===== config.mk =====
export PLATFORM = sky130hd
export DESIGN_NAME = mul_row_sequencer_flat
export DESIGN_NICKNAME = d
export VERILOG_FILES = /design/src/rtl/mul_ctrl_pkg.sv /design/src/rtl/mul_row_sequencer_if.sv /design/src/rtl/mul_row_sequencer.sv /design/src/flat_wrapper.sv
export SDC_FILE = /design/constraint.sdc
export NUM_CORES = 1
export LEC_CHECK = 0
export ABC_AREA = 0
export CAP_MARGIN = 20
export CORE_AREA = 2 2 83 85
export DETAILED_ROUTE_END_ITERATION = 8
export DIE_AREA = 0 0 85 87
export HOLD_SLACK_MARGIN = 0.05
export PLACE_DENSITY = 0.5
export SYNTH_ARGS = -nofsm -noshare
export SYNTH_HDL_FRONTEND = slang
export SYNTH_SLANG_ARGS = --single-unit

===== constraint.sdc =====
create_clock -name clk -period 5.3 [get_ports clk]
set_input_delay 1.06 -clock clk [delete_from_list [all_inputs] [get_ports clk]]
set_output_delay 1.06 -clock clk [all_outputs]
set_load 0.005 [all_outputs]

===== src/rtl/mul_ctrl_pkg.sv =====
// Shared encodings and row-count bounds for the multiplier row sequencer.
// State values are visible on the debug port, so they are fixed here.
package mul_ctrl_pkg;

    localparam int ROWS_DEFAULT = 32;
    localparam int ROWS_MIN     = 2;
    localparam int ROWS_MAX     = 128;

    typedef enum logic [2:0] {
        S_IDLE      = 3'd0,
        S_ZERO_ROW  = 3'd1,
        S_WRITE_NEW = 3'd2,
        S_READ_PREV = 3'd3,
        S_CLEAR     = 3'd4,
        S_DONE      = 3'd5
    } state_e;

    // A requested row count larger than the CA_RAM depth saturates at the depth.
    function automatic int clamp_rows(input int n, input int rows);
        return (n > rows) ? rows : n;
    endfunction

endpackage


===== src/rtl/mul_row_sequencer_if.sv =====
// Control/status bundle between the multiplier controller and the row sequencer.
// master drives start/n_rows/mode/stall; slave (the sequencer) drives the CA_RAM side.
interface mul_row_sequencer_if #(
    parameter int ADDR_W = 5
);
    logic              start;
    logic [ADDR_W:0]   n_rows;
    logic              mode;
    logic              stall;
    logic [ADDR_W-1:0] addr;
    logic              we;
    logic              in_req;
    logic [ADDR_W-1:0] row;
    logic [2:0]        state;
    logic              busy;
    logic              done;

    modport master (
        output start, n_rows, mode, stall,
        input  addr, we, in_req, row, state, busy, done
    );

    modport slave (
        input  start, n_rows, mode, stall,
        output addr, we, in_req, row, state, busy, done
    );

endinterface


===== src/rtl/mul_row_sequencer.sv =====
// Walks the CA_RAM partial-product rows for one multiplication: writes each new row,
// optionally re-reads all earlier rows, and pulses done when the last row is cleared.
module mul_row_sequencer
    import mul_ctrl_pkg::*;
#(
    parameter int ROWS   = ROWS_DEFAULT,
    parameter int ADDR_W = $clog2(ROWS)
) (
    input  logic               clk,
    input  logic               rst,
    mul_row_sequencer_if.slave bus
);

    typedef logic [ADDR_W-1:0] addr_t;
    typedef logic [ADDR_W:0]   cnt_t;

    state_e state_q, state_d;
    addr_t  row_q, row_d;
    addr_t  addr_q, addr_d;
    cnt_t   count_q, count_d;
    logic   mode_q, mode_d;

    logic   last_row;
    addr_t  addr_out;
    logic   we_raw;
    logic   in_req_raw;
    logic   done_raw;

    assign last_row = ({1'b0, row_q} == (count_q - cnt_t'(1)));

    // Reset wins over stall; otherwise stall freezes every register so the cycle replays.
    always_ff @(posedge clk) begin
        if (rst) begin
            state_q <= S_IDLE;
            row_q   <= '0;
            addr_q  <= '0;
            count_q <= '0;
            mode_q  <= 1'b0;
        end else if (!bus.stall) begin
            state_q <= state_d;
            row_q   <= row_d;
            addr_q  <= addr_d;
            count_q <= count_d;
            mode_q  <= mode_d;
        end
    end

    always_comb begin
        state_d    = state_q;
        row_d      = row_q;
        addr_d     = addr_q;
        count_d    = count_q;
        mode_d     = mode_q;
        addr_out   = '0;
        we_raw     = 1'b0;
        in_req_raw = 1'b0;
        done_raw   = 1'b0;

        unique case (state_q)
            S_IDLE: begin
                if (bus.start && (bus.n_rows != '0)) begin
                    count_d = cnt_t'(clamp_rows(int'(bus.n_rows), ROWS));
                    mode_d  = bus.mode;
                    row_d   = '0;
                    addr_d  = '0;
                    state_d = S_ZERO_ROW;
                end
            end
            S_ZERO_ROW: begin
                we_raw     = 1'b1;
                in_req_raw = 1'b1;
                if (count_q == cnt_t'(1)) begin
                    state_d = S_DONE;
                end else begin
                    row_d   = addr_t'(1);
                    state_d = S_WRITE_NEW;
                end
            end
            S_WRITE_NEW: begin
                addr_out = row_q;
                we_raw   = 1'b1;
                // row_q is at least 1 here, so row_q-1 cannot underflow.
                if (!mode_q) begin
                    addr_d  = row_q - addr_t'(1);
                    state_d = S_READ_PREV;
                end else begin
                    state_d = S_CLEAR;
                end
            end
            S_READ_PREV: begin
                addr_out = addr_q;
                if (addr_q == '0) begin
                    in_req_raw = 1'b1;
                    state_d    = S_CLEAR;
                end else begin
                    addr_d = addr_q - addr_t'(1);
                end
            end
            S_CLEAR: begin
                in_req_raw = mode_q;
                addr_d     = '0;
                if (last_row) begin
                    state_d = S_DONE;
                end else begin
                    row_d   = row_q + addr_t'(1);
                    state_d = S_WRITE_NEW;
                end
            end
            S_DONE: begin
                done_raw = 1'b1;
                state_d  = S_IDLE;
            end
            default: begin
                state_d = S_IDLE;
            end
        endcase
    end

    assign bus.addr   = addr_out;
    assign bus.we     = we_raw & ~bus.stall;
    assign bus.in_req = in_req_raw & ~bus.stall;
    assign bus.done   = done_raw & ~bus.stall;
    assign bus.busy   = (state_q != S_IDLE);
    assign bus.row    = row_q;
    assign bus.state  = state_q;

endmodule


===== src/flat_wrapper.sv =====
// flat-port wrapper written by rule: the top's interface ports become plain ports
module mul_row_sequencer_flat import mul_ctrl_pkg::*;
#(
    parameter int ROWS   = ROWS_DEFAULT,
    parameter int ADDR_W = $clog2(ROWS)
)
  (clk, rst, bus_start, bus_n_rows, bus_mode, bus_stall, bus_addr, bus_we, bus_in_req, bus_row, bus_state, bus_busy, bus_done);
  mul_row_sequencer_if #(.ADDR_W(ADDR_W)) bus_i ();
  input  logic clk;
  input  logic rst;
  input wire logic [$bits(bus_i.start)-1:0] bus_start;
  input wire logic [$bits(bus_i.n_rows)-1:0] bus_n_rows;
  input wire logic [$bits(bus_i.mode)-1:0] bus_mode;
  input wire logic [$bits(bus_i.stall)-1:0] bus_stall;
  output wire logic [$bits(bus_i.addr)-1:0] bus_addr;
  output wire logic [$bits(bus_i.we)-1:0] bus_we;
  output wire logic [$bits(bus_i.in_req)-1:0] bus_in_req;
  output wire logic [$bits(bus_i.row)-1:0] bus_row;
  output wire logic [$bits(bus_i.state)-1:0] bus_state;
  output wire logic [$bits(bus_i.busy)-1:0] bus_busy;
  output wire logic [$bits(bus_i.done)-1:0] bus_done;
  assign bus_i.start = bus_start;
  assign bus_i.n_rows = bus_n_rows;
  assign bus_i.mode = bus_mode;
  assign bus_i.stall = bus_stall;
  assign bus_addr = bus_i.addr;
  assign bus_we = bus_i.we;
  assign bus_in_req = bus_i.in_req;
  assign bus_row = bus_i.row;
  assign bus_state = bus_i.state;
  assign bus_busy = bus_i.busy;
  assign bus_done = bus_i.done;
  mul_row_sequencer #(.ROWS(ROWS), .ADDR_W(ADDR_W)) u_core (.clk(clk), .rst(rst), .bus(bus_i));
endmodule

==> flow_summary.toml <==
[floorplan]
start_util = 0.238
io_pins = 28
core_area_sq_mm = 0.00657
die_h_um = 87
chipWidth_um = 85
dieArea_sq_mm = 0.00740
num_rows = 30

[sta]
hold_ws_ps = 519
rsz0062_at_grt = "no"
finalSetupViolCount = 0
clock-skew-final_ps = 8.88
setup_ws_ps = 1650
post-route-min-period_ps = 3650
maxSlewHeadroom = 0.408
timing.setup.tns_ps = 0
fmax_ghz = 0.274
hold_viol = 0
tightest_slew_ps = 887
fin_crit_sh = 0.688
slew_viol_final = 0

[setup_path]
cp-startpoint = "bus_stall"
worst_setup_path_start_kind = "input pin"
crit_path_max_incr_delay_ps = 610
r2r_start = "u_core.bus.state[0]"
reg2reg_slack_ps = 2470
path_buf_inv = 2
cp.required_ps = 4240
critPathTopFamily = "buffers and inverters"
cp.depth = 4
crit_type = "input pin to primary output"
worstPathCellList = "clkdlybuf4s50_1 > nor2_1 > and3_1 > clkdlybuf4s50_1"
critPathSlowestCell = "clkdlybuf4s50_1"
crit_end = "bus_done"
critPathMaxFanout = 10
cp.arrival_ps = 2590
cp-end-kind = "primary output"
crit_path_frequent_cell = "clkdlybuf4s50_1"
rr_endpoint = "u_core.addr_q[4]"
rr_worst_depth = 7

[routing]
antenna_left = 0
dr.pass1.iters = 4
vias = 1455
post_drt_wl_per_cell_um = 14.0
drt_iter0_drc = 142
via_per_inst = 4.98
wirelength_um = 4080
drcViolationCount = 0

[clock_network]
h-tree-depth = 1
numCtsBuffers = 3
cts.sinks = 20
cts_root_buf = "clkbuf_8"
post_cts_resized = 0
cts_setup_buffers = 0
cts_tree = "built"
clock_latency_ps = 260
clk_pin_slew_ps = 80
clockBufferDepth = 2
cts_hold_buf = 0

[synth]
synth-edff-count = 0
synth_warnings = 0
netlist-cell-type-count = 58
seq_area_frac_synth = 0.256
synth_nets = 210
synth-async-reset-ratio = 0
avgSynthCellArea_sq_um = 8.01
yosys_register_bits = 20
postSynthCellCount = 195
ys.flop_type = "dfxtp_1"
syn_area_sq_mm = 0.00156

[power]
p_sw_frac = 0.303
ir_drop_mv = 0.112
p_int_uw = 270
p_leak_uw = 0.000702
combPwrFrac = 0.239
switchingPower_uw = 117
powerDensity_mw_per_mm2 = 202
p_seq_frac = 0.449
clock_power_share = 0.312

[grt]
track_usage = 0.114
grt_max_degree = 24
grt_pass1_wl_um = 6840
grt_overflow_total = 0
antenna_found_initial = 0
grt_pass1_vias = 1413

[place]
place_ws_ps = 1650
io_buffers = 27
dp_hpwl_um = 2970
globalplace.congestion = 0.768
dp.cells = 288

[finish]
fin_cells = 292
syn_to_final_growth_pct = 22.5
final_layout_size_suffix_gt1_frac = 0.0755
fin_nets = 228
diodes = 0
final_common_cell = "clkdlybuf4s50_1"
layout_common_cells = "27 x clkdlybuf4s50_1, 25 x nor2_1, 20 x dfxtp_1"
fin_util = 0.291

[status]
status = "complete, no violations"

[job]
maxCapViolCount = 0

[min_path]
hold_class = "flop to flop"
## cells in the mapped netlist, types with 2 or more instances
| master | n | share of area |
|---|---|---|
| a211o_1 | 2 | 0.011 |
| a21oi_1 | 12 | 0.038 |
| a22o_1 | 2 | 0.011 |
| a31o_2 | 2 | 0.011 |
| and3_1 | 5 | 0.020 |
| buf_2 | 4 | 0.013 |
| buf_4 | 2 | 0.0096 |
| clkbuf_1 | 6 | 0.014 |
| dfxtp_1 | 20 | 0.26 |
| ha_1 | 4 | 0.032 |
| inv_1 | 6 | 0.014 |
| mux2i_1 | 11 | 0.070 |
| nand2_1 | 9 | 0.022 |
| nand3_1 | 5 | 0.016 |
| nand3b_1 | 2 | 0.0096 |
| nor2_1 | 25 | 0.060 |
| nor2b_1 | 4 | 0.016 |
| nor3_1 | 8 | 0.026 |
| nor3b_1 | 9 | 0.043 |
| o21a_1 | 2 | 0.0096 |
| o21ai_0 | 9 | 0.029 |
| or3_1 | 3 | 0.012 |
| xnor2_1 | 4 | 0.022 |
| xor2_1 | 5 | 0.028 |
## registers in the layout (all words and copies together), names as in the netlist
name,cells
u_core.count_q,6
u_core.bus.row,5
u_core.addr_q,5
u_core.mode_q,1
u_core.bus.state,3
## logic make-up after synthesis
family,after synthesis,share of synthesized area
muxes,11,0.0705
AOI/OAI and AO/OA,50,0.248
and+or+nand+nor,81,0.281
DFF,20,0.256
xor gates and xnor gates,9,0.0504
adders and majority gates,4,0.0320
buffers and inverters,20,0.0616
## layer usage
layer,share of wire,GRT usage,wire length [um]
met1,0.48,0.148,1960
met2,0.48,0.196,1950
met3,0.035,0.0237,141
met4,0.0061,0.0216,25
met5,0,0,0
## worst register-to-register path, cell delays in order, from the launching register on
cell,delay [ps]
dfxtp_1,910
nand3b_1,460
mux2i_1,390
ha_1,290
o21ai_0,180
or3_1,330
o21ai_0,80
a22o_1,150
## area by class of cell
class / count / area [sq um]
inverters: 6 / 22.5
fillers: 703 / 4650
multi-input cells: 155 / 1070
flip-flops and latches: 20 / 400
repair buffers: 27 / 270
well taps: 80 / 100
clock buffers: 4 / 55.1
## stage by stage
stage                     instance area [sq um]  power [uW]
after floorplan                            1560         238
after global placement                     1860         270
after global routing                       1910         409
after detailed placement                   1860         270
final                                      1910         387
after CTS                                  1910         391
## worst min-delay path by stage
stage,startpoint,end,slack (ps),depth (start not counted)
finish,u_core.addr_q[1],u_core.addr_q[1],520,2
detailed placement,u_core.addr_q[1],u_core.addr_q[1],510,2
floorplan,u_core.addr_q[1],u_core.addr_q[1],460,2
global placement,u_core.addr_q[1],u_core.addr_q[1],500,2
CTS,u_core.addr_q[1],u_core.addr_q[1],520,2
global route,u_core.addr_q[0],u_core.addr_q[0],550,1
## power by group through the flow
stage          combinational [uW]  sequential (uW)  clock (uW)
5_1_grt                       104              176         129
6_report                     92.6              174         121
3_5_place_dp                 92.8              177           0
2_1_floorplan                72.4              166           0
3_3_place_gp                 92.9              177           0
4_1_cts                      93.5              174         124
Power figures use the tool's default switching activity.
